==> src/rtl/cd_hms_fmt_if.sv <==
// Display-side bundle for the countdown HH:MM:SS formatter.
// Carries the seconds/run/ack inputs and the BCD digit, status and alarm outputs.
interface cd_hms_fmt_if;
    logic [16:0] seconds;
    logic        running;
    logic        ack;
    logic [3:0]  h_tens;
    logic [3:0]  h_ones;
    logic [3:0]  m_tens;
    logic [3:0]  m_ones;
    logic [3:0]  s_tens;
    logic [3:0]  s_ones;
    logic        update;
    logic        busy;
    logic        alarm;

    modport master (
        output seconds, running, ack,
        input  h_tens, h_ones, m_tens, m_ones, s_tens, s_ones,
        input  update, busy, alarm
    );

    modport slave (
        input  seconds, running, ack,
        output h_tens, h_ones, m_tens, m_ones, s_tens, s_ones,
        output update, busy, alarm
    );
endinterface

==> src/rtl/cd_hms_fmt.sv <==
// Countdown seconds to HH:MM:SS BCD converter with expiry alarm.
// Iterative subtraction keeps the datapath to one 17-bit subtractor.
module cd_hms_fmt #(
    parameter logic [31:0] ALARM_CYCLES = 32'd500_000_000
) (
    input  logic         clk,
    input  logic         rst,
    cd_hms_fmt_if.slave  bus
);

    typedef enum logic [2:0] {
        IDLE,
        HOURS,
        MINS,
        SPLIT,
        DONE
    } state_t;

    state_t      state;
    logic [16:0] work;
    logic [16:0] shadow;
    logic [5:0]  hrs;
    logic [5:0]  mins;
    logic [3:0]  ht;
    logic [3:0]  ho;
    logic [3:0]  mt;
    logic [3:0]  mo;
    logic [3:0]  st;
    logic [3:0]  so;
    logic        prev_zero;
    logic [31:0] cnt;
    logic        expire;

    // Returns {tens, ones} for a value 0..59 using a compare chain.
    function automatic logic [7:0] split(input logic [5:0] v);
        logic [3:0] t;
        logic [5:0] b;
        if (v >= 6'd50) begin
            t = 4'd5;
            b = 6'd50;
        end else if (v >= 6'd40) begin
            t = 4'd4;
            b = 6'd40;
        end else if (v >= 6'd30) begin
            t = 4'd3;
            b = 6'd30;
        end else if (v >= 6'd20) begin
            t = 4'd2;
            b = 6'd20;
        end else if (v >= 6'd10) begin
            t = 4'd1;
            b = 6'd10;
        end else begin
            t = 4'd0;
            b = 6'd0;
        end
        return {t, 4'(v - b)};
    endfunction

    assign expire = (shadow == 17'd0) && !prev_zero && bus.running;

    always_ff @(posedge clk or negedge rst) begin
        if (!rst) begin
            state      <= IDLE;
            work       <= '0;
            shadow     <= '0;
            hrs        <= '0;
            mins       <= '0;
            ht         <= '0;
            ho         <= '0;
            mt         <= '0;
            mo         <= '0;
            st         <= '0;
            so         <= '0;
            prev_zero  <= 1'b1;
            cnt        <= '0;
            bus.h_tens <= '0;
            bus.h_ones <= '0;
            bus.m_tens <= '0;
            bus.m_ones <= '0;
            bus.s_tens <= '0;
            bus.s_ones <= '0;
            bus.update <= 1'b0;
            bus.busy   <= 1'b0;
            bus.alarm  <= 1'b0;
        end else begin
            bus.update <= 1'b0;

            // Hold/timeout/ack; an expiry in DONE below overrides this.
            if (bus.ack) begin
                bus.alarm <= 1'b0;
                cnt       <= '0;
            end else if (bus.alarm) begin
                cnt <= cnt - 32'd1;
                if (cnt <= 32'd1) begin
                    bus.alarm <= 1'b0;
                end
            end

            unique case (state)
                IDLE: begin
                    if (bus.seconds != shadow) begin
                        work     <= bus.seconds;
                        shadow   <= bus.seconds;
                        hrs      <= '0;
                        mins     <= '0;
                        bus.busy <= 1'b1;
                        state    <= HOURS;
                    end
                end
                HOURS: begin
                    if (work >= 17'd3600) begin
                        work <= work - 17'd3600;
                        hrs  <= hrs + 6'd1;
                    end else begin
                        state <= MINS;
                    end
                end
                MINS: begin
                    if (work >= 17'd60) begin
                        work <= work - 17'd60;
                        mins <= mins + 6'd1;
                    end else begin
                        state <= SPLIT;
                    end
                end
                SPLIT: begin
                    {ht, ho} <= split(hrs);
                    {mt, mo} <= split(mins);
                    {st, so} <= split(work[5:0]);
                    state    <= DONE;
                end
                DONE: begin
                    bus.h_tens <= ht;
                    bus.h_ones <= ho;
                    bus.m_tens <= mt;
                    bus.m_ones <= mo;
                    bus.s_tens <= st;
                    bus.s_ones <= so;
                    bus.update <= 1'b1;
                    bus.busy   <= 1'b0;
                    prev_zero  <= (shadow == 17'd0);
                    if (expire) begin
                        bus.alarm <= 1'b1;
                        cnt       <= ALARM_CYCLES;
                    end
                    state <= IDLE;
                end
                default: begin
                    bus.busy <= 1'b0;
                    state    <= IDLE;
                end
            endcase
        end
    end

endmodule

==> src/flat_wrapper.sv <==
// flat-port wrapper written by rule: the top's interface ports become plain ports
module cd_hms_fmt_flat 
#(
    parameter logic [31:0] ALARM_CYCLES = 32'd500_000_000
)
  (clk, rst, bus_seconds, bus_running, bus_ack, bus_h_tens, bus_h_ones, bus_m_tens, bus_m_ones, bus_s_tens, bus_s_ones, bus_update, bus_busy, bus_alarm);
  cd_hms_fmt_if bus_i ();
  input  logic clk;
  input  logic rst;
  input wire logic [$bits(bus_i.seconds)-1:0] bus_seconds;
  input wire logic [$bits(bus_i.running)-1:0] bus_running;
  input wire logic [$bits(bus_i.ack)-1:0] bus_ack;
  output wire logic [$bits(bus_i.h_tens)-1:0] bus_h_tens;
  output wire logic [$bits(bus_i.h_ones)-1:0] bus_h_ones;
  output wire logic [$bits(bus_i.m_tens)-1:0] bus_m_tens;
  output wire logic [$bits(bus_i.m_ones)-1:0] bus_m_ones;
  output wire logic [$bits(bus_i.s_tens)-1:0] bus_s_tens;
  output wire logic [$bits(bus_i.s_ones)-1:0] bus_s_ones;
  output wire logic [$bits(bus_i.update)-1:0] bus_update;
  output wire logic [$bits(bus_i.busy)-1:0] bus_busy;
  output wire logic [$bits(bus_i.alarm)-1:0] bus_alarm;
  assign bus_i.seconds = bus_seconds;
  assign bus_i.running = bus_running;
  assign bus_i.ack = bus_ack;
  assign bus_h_tens = bus_i.h_tens;
  assign bus_h_ones = bus_i.h_ones;
  assign bus_m_tens = bus_i.m_tens;
  assign bus_m_ones = bus_i.m_ones;
  assign bus_s_tens = bus_i.s_tens;
  assign bus_s_ones = bus_i.s_ones;
  assign bus_update = bus_i.update;
  assign bus_busy = bus_i.busy;
  assign bus_alarm = bus_i.alarm;
  cd_hms_fmt #(.ALARM_CYCLES(ALARM_CYCLES)) u_core (.clk(clk), .rst(rst), .bus(bus_i));
endmodule
==> config.mk <==
export PLATFORM = sky130hd
export DESIGN_NAME = cd_hms_fmt_flat
export DESIGN_NICKNAME = d
export VERILOG_FILES = /design/src/rtl/cd_hms_fmt_if.sv /design/src/rtl/cd_hms_fmt.sv /design/src/flat_wrapper.sv
export SDC_FILE = /design/constraint.sdc
export NUM_CORES = 1
export LEC_CHECK = 0
export ABC_AREA = 1
export ABC_CLOCK_PERIOD_IN_PS = 3250
export BUFFER_PORTS_ARGS = -buffer_cell sky130_fd_sc_hd__buf_2
export CAP_MARGIN = 15
export CORE_AREA = 2 2 120 122
export DETAILED_ROUTE_END_ITERATION = 12
export DIE_AREA = 0 0 122 124
export GPL_ROUTABILITY_DRIVEN = 0
export PLACE_DENSITY_LB_ADDON = 0.3
export SLEW_MARGIN = 15
export SYNTH_ARGS = -nofsm -noshare
export SYNTH_HDL_FRONTEND = slang
export SYNTH_SLANG_ARGS = --single-unit
==> constraint.sdc <==
create_clock -name clk -period 3.25 [get_ports clk]
set_input_delay 0.1625 -clock clk [delete_from_list [all_inputs] [get_ports clk]]
set_output_delay 0.1625 -clock clk [all_outputs]
set_load 0.02 [all_outputs]
==> impl_summary.md <==
Synth
After synthesis, the most frequently instantiated cells are sky130_fd_sc_hd__nand2_1, sky130_fd_sc_hd__dfrtp_1, sky130_fd_sc_hd__nor2_1. In this run the cell area of the synthesized design comes to approximately 7500 µm². Summed over all instances, the cell type with the most area after synthesis is sky130_fd_sc_hd__dfrtp_1. The most used flip-flop cell after synthesis is sky130_fd_sc_hd__dfrtp_1. After synthesis, the share of flip-flops with an asynchronous set or reset is 100%. Yosys attributes the largest share of cell area to sky130_fd_sc_hd__dfrtp_1, sky130_fd_sc_hd__nand2_1, sky130_fd_sc_hd__nand3_1.

Among all cell types in the netlist, the one instantiated most often is sky130_fd_sc_hd__nand2_1. The gate count after technology mapping is 1,035. Of the synthesized area, sequential elements account for between 40% and 50%. In this run, distinct cell masters in the synthesized netlist total 47. The synthesized flop and latch total is roughly 130.

Yosys printed 0 warnings. The area share of the leading cell type in the synthesized netlist is around two fifths. The count of flip-flops with a built-in enable after synthesis is 0. The average cell area after synthesis is just over 7 µm².

Placed design
The final HPWL from detailed placement is 12,400 µm. The count of input and output buffers is 44.

Critical path
The signal arrival time at the worst endpoint is 2.91 ns. The worst flop-to-flop path endpoint is u_core.so[3]. Of all nets on the critical path, the largest fanout is 8. The required arrival time at the worst endpoint is between 3 and 4 ns. The type of element capturing the critical path is a flop. The setup slack on the worst flop-to-flop path is between 0.6 and 0.7 ns. The critical register-to-register path startpoint is u_core.work[4].

The worst setup path is launched from a flop. The setup path with the least slack is of type flop to flop. Measured in cells, the most critical reg-to-reg path has a length of 14.

Pwr
IR analysis of the VDD net gives a maximum drop of 0.000538 V. The power per unit of standard cell area is 845 nW/µm². The leakage dissipation is 0.00441 µW.

Global routing
The maximum number of pins on one net before global-route repair is 93. For this run the aggregate overflow at the end of global routing stands at 0. The via count of the first global-routing pass is between 6k and 7k. The initial antenna violation count is 1. The global-route wire length before repair is roughly 29,000 µm. Global routing used 24.5% of the available tracks.

Clock tree
The number of buffers on the longest clock path is 2. The H-tree was split into 4 levels. The number of buffers created by CTS is 17. The root buffer cell chosen for the clock tree is sky130_fd_sc_hd__clkbuf_16. In this run the post-CTS setup repair buffer count came out at 0. The clock network latency to the later pin of the worst-skew pair is roughly 0.43 ns. For this design, the sink count on the clock tree is between 100 and 150. The TritonCTS clock tree is built. The clock-pin slew of the registers on the worst-case setup and hold paths is roughly 0.060 ns. The post-cts repair resize count is 0.

STA
The final number of max-transition violations came to 0. Static timing analysis puts the maximum clock frequency at between 0.3 and 0.4 GHz. Setup violations remaining at the end of the flow were counted as 0. The worst path uses between 70% and 80% of the clock period. Headroom to the max-slew limit came out at between 40 and 50%. Setup repair after global routing left no endpoint under its margin. For the final routed database, the setup TNS stands at 0 ns.

At the pin with the least slew margin, the transition time is between 0.8 and 0.9 ns. The post-route clock skew is 0.00836 ns. Across all hold checks on the routed design, the worst slack comes to 0.0121 ns.

The minimum clock period is 2.59 ns. The final hold violation count came to 0.

Worst hold path
The worst hold path begins at bus_seconds[16]. The path class of the tightest hold or removal check is input pin to flop. The end point of the worst hold path is u_core.shadow[16].

The worst hold path was traced through 3 stages.

Finish
The post-layout net count is between 1k and 1.5k. Of the cells placed in the final design, the portion with a size suffix greater than 1 is between 10% and 20%. Relative to the synthesized area, the layout overhead comes to 12.9%. The antenna diode count is 0.

Run
Across the run, the number of max-cap violations was 0.

Floorplan
The die width is between 100 and 150 µm. The area of the core is around 14,000 µm². The die covers 15,100 µm². The floorplan die height is between 100 and 150 µm. The initial standard-cell utilization of the core is between 50 and 60%.

The count of boundary I/O pins is 48. After floorplanning, the core was divided into 43 placement rows.

Drt
After the first detailed-routing iteration, the DRC count stood at ~580. The count of nets left with antenna violations once routing finished came out at 0. Dividing the detail-routed wire length by the instance count gives 13.9 µm. The first-pass detailed-route iteration total is 6. For this block, the via count after detailed routing is ~6.8k.

Using the TritonRoute via totals, the vias-per-cell ratio works out to roughly 5.3. The number of remaining DRC errors is 0. The routed wire length is roughly 18,000 µm.

Outcome
The flow ran to the end, and the final reports show no timing, DRC or antenna violations.
## worst max path at each step
stage | start | cells past startpoint | endpoint | slack (ns)
floorplan | u_core.work[4] | 14 | u_core.so[3] | 0.95
global placement | u_core.work[4] | 14 | u_core.so[3] | 0.81
detailed placement | u_core.work[4] | 14 | u_core.so[3] | 0.72
CTS | u_core.work[4] | 14 | u_core.so[3] | 0.68
global route | u_core.work[4] | 14 | u_core.so[3] | 0.42
finish | u_core.work[4] | 14 | u_core.so[3] | 0.66
## placed cells by master (no fill, tap or decap), drive strengths merged, types with 2 or more instances in the layout
cell type | netlist | routed
nand3b | 2 | 2
nor2 | 130 | 130
fa | 3 | 3
nand2 | 327 | 327
nor4 | 3 | 3
a21oi | 25 | 25
inv | 113 | 117
ha | 18 | 18
nor3 | 9 | 9
o221ai | 2 | 2
nand3 | 102 | 102
bufinv | 0 | 2
nand4 | 15 | 15
o21ai | 76 | 76
clkinv | 0 | 6
dfrtp | 126 | 126
xor2 | 15 | 15
buf | 15 | 48
xnor2 | 18 | 18
a31oi | 3 | 3
clkinvlp | 0 | 3
clkbuf | 11 | 17
conb | 1 | 3
or2 | 4 | 4
o211ai | 8 | 8
## report_power, final
part	total, µW	switching (µW)	internal [µW]
Clock	1890	756	1140
Sequential	2430	424	2000
Combinational	2860	1920	942
## per-layer routing
layer / up-vias / GRT usage [%] / part of all wire [%]
met5: - / 0 / 0.085
met4: 2 / 10.1 / 2.2
met3: 37 / 4.49 / 5.4
met2: 202 / 36.5 / 43
met1: 3117 / 35.3 / 49
li1: 3406 / - / -
## per-stage QoR
stage	util, %	worst slack [ns]	cell area (µm²)	total power [µW]	instances
2_1_floorplan	-	0.952	7530	4580	1037
3_3_place_gp	57.5	0.813	7900	5190	1239
3_5_place_dp	57.5	0.721	7900	5260	1239
4_1_cts	61.9	0.683	8490	7180	1272
5_1_grt	61.9	0.420	8490	7720	1272
6_report	61.9	0.661	8490	7180	1272
## state kept, by name (all words and copies together) (netlist names), 4 cells and up
register	cells
u_core.cnt	32
u_core.shadow	17
u_core.work	17
u_core.hrs	6
u_core.mins	6
u_core.bus.h_ones	4
u_core.bus.m_ones	4
u_core.bus.s_ones	4
u_core.ho	4
u_core.mo	4
u_core.so	4
## critical path: stages (launching register included)
cell,delay (ns)
sky130_fd_sc_hd__dfrtp_1,0.48
sky130_fd_sc_hd__inv_2,0.14
sky130_fd_sc_hd__ha_1,0.25
sky130_fd_sc_hd__inv_1,0.11
sky130_fd_sc_hd__a211o_1,0.23
sky130_fd_sc_hd__nand2_1,0.08
sky130_fd_sc_hd__nand2_1,0.05
sky130_fd_sc_hd__nand2_1,0.06
sky130_fd_sc_hd__nand2_1,0.07
sky130_fd_sc_hd__ha_1,0.19
sky130_fd_sc_hd__fa_1,0.37
sky130_fd_sc_hd__xor2_1,0.20
sky130_fd_sc_hd__nand3_1,0.10
sky130_fd_sc_hd__nand3_1,0.09
sky130_fd_sc_hd__nand2_1,0.06
## area by class of cell
type | instances | area, µm²
Sequential cell | 127 | 3180
Clock buffer | 17 | 425
Tap cell | 180 | 225
Inverter | 113 | 427
Multi-Input combinational cell | 771 | 3790
Fill cell | 1217 | 5230
Timing Repair Buffer | 49 | 279
Clock inverter | 15 | 163
## cell families after synthesis
group,count (synthesis),share of synthesized area (%)
and+or+nand+nor,593,33.7
buffers and inverters,139,7.48
DFF,127,42.3
AOI/OAI and AO/OA,121,8.91
xor gates and xnor gates,33,3.84
adders and majority gates,21,3.79
other,1,0.0498
## timing repair
| item | in CTS | in global routing |
|---|---|---|
| hold buffers | 1 | 0 |
| setup endpoints to repair | 0 | 0 |
| endpoints found under the hold margin | 91 | 0 |
Note: power is estimated with default switching activity, not from simulation.
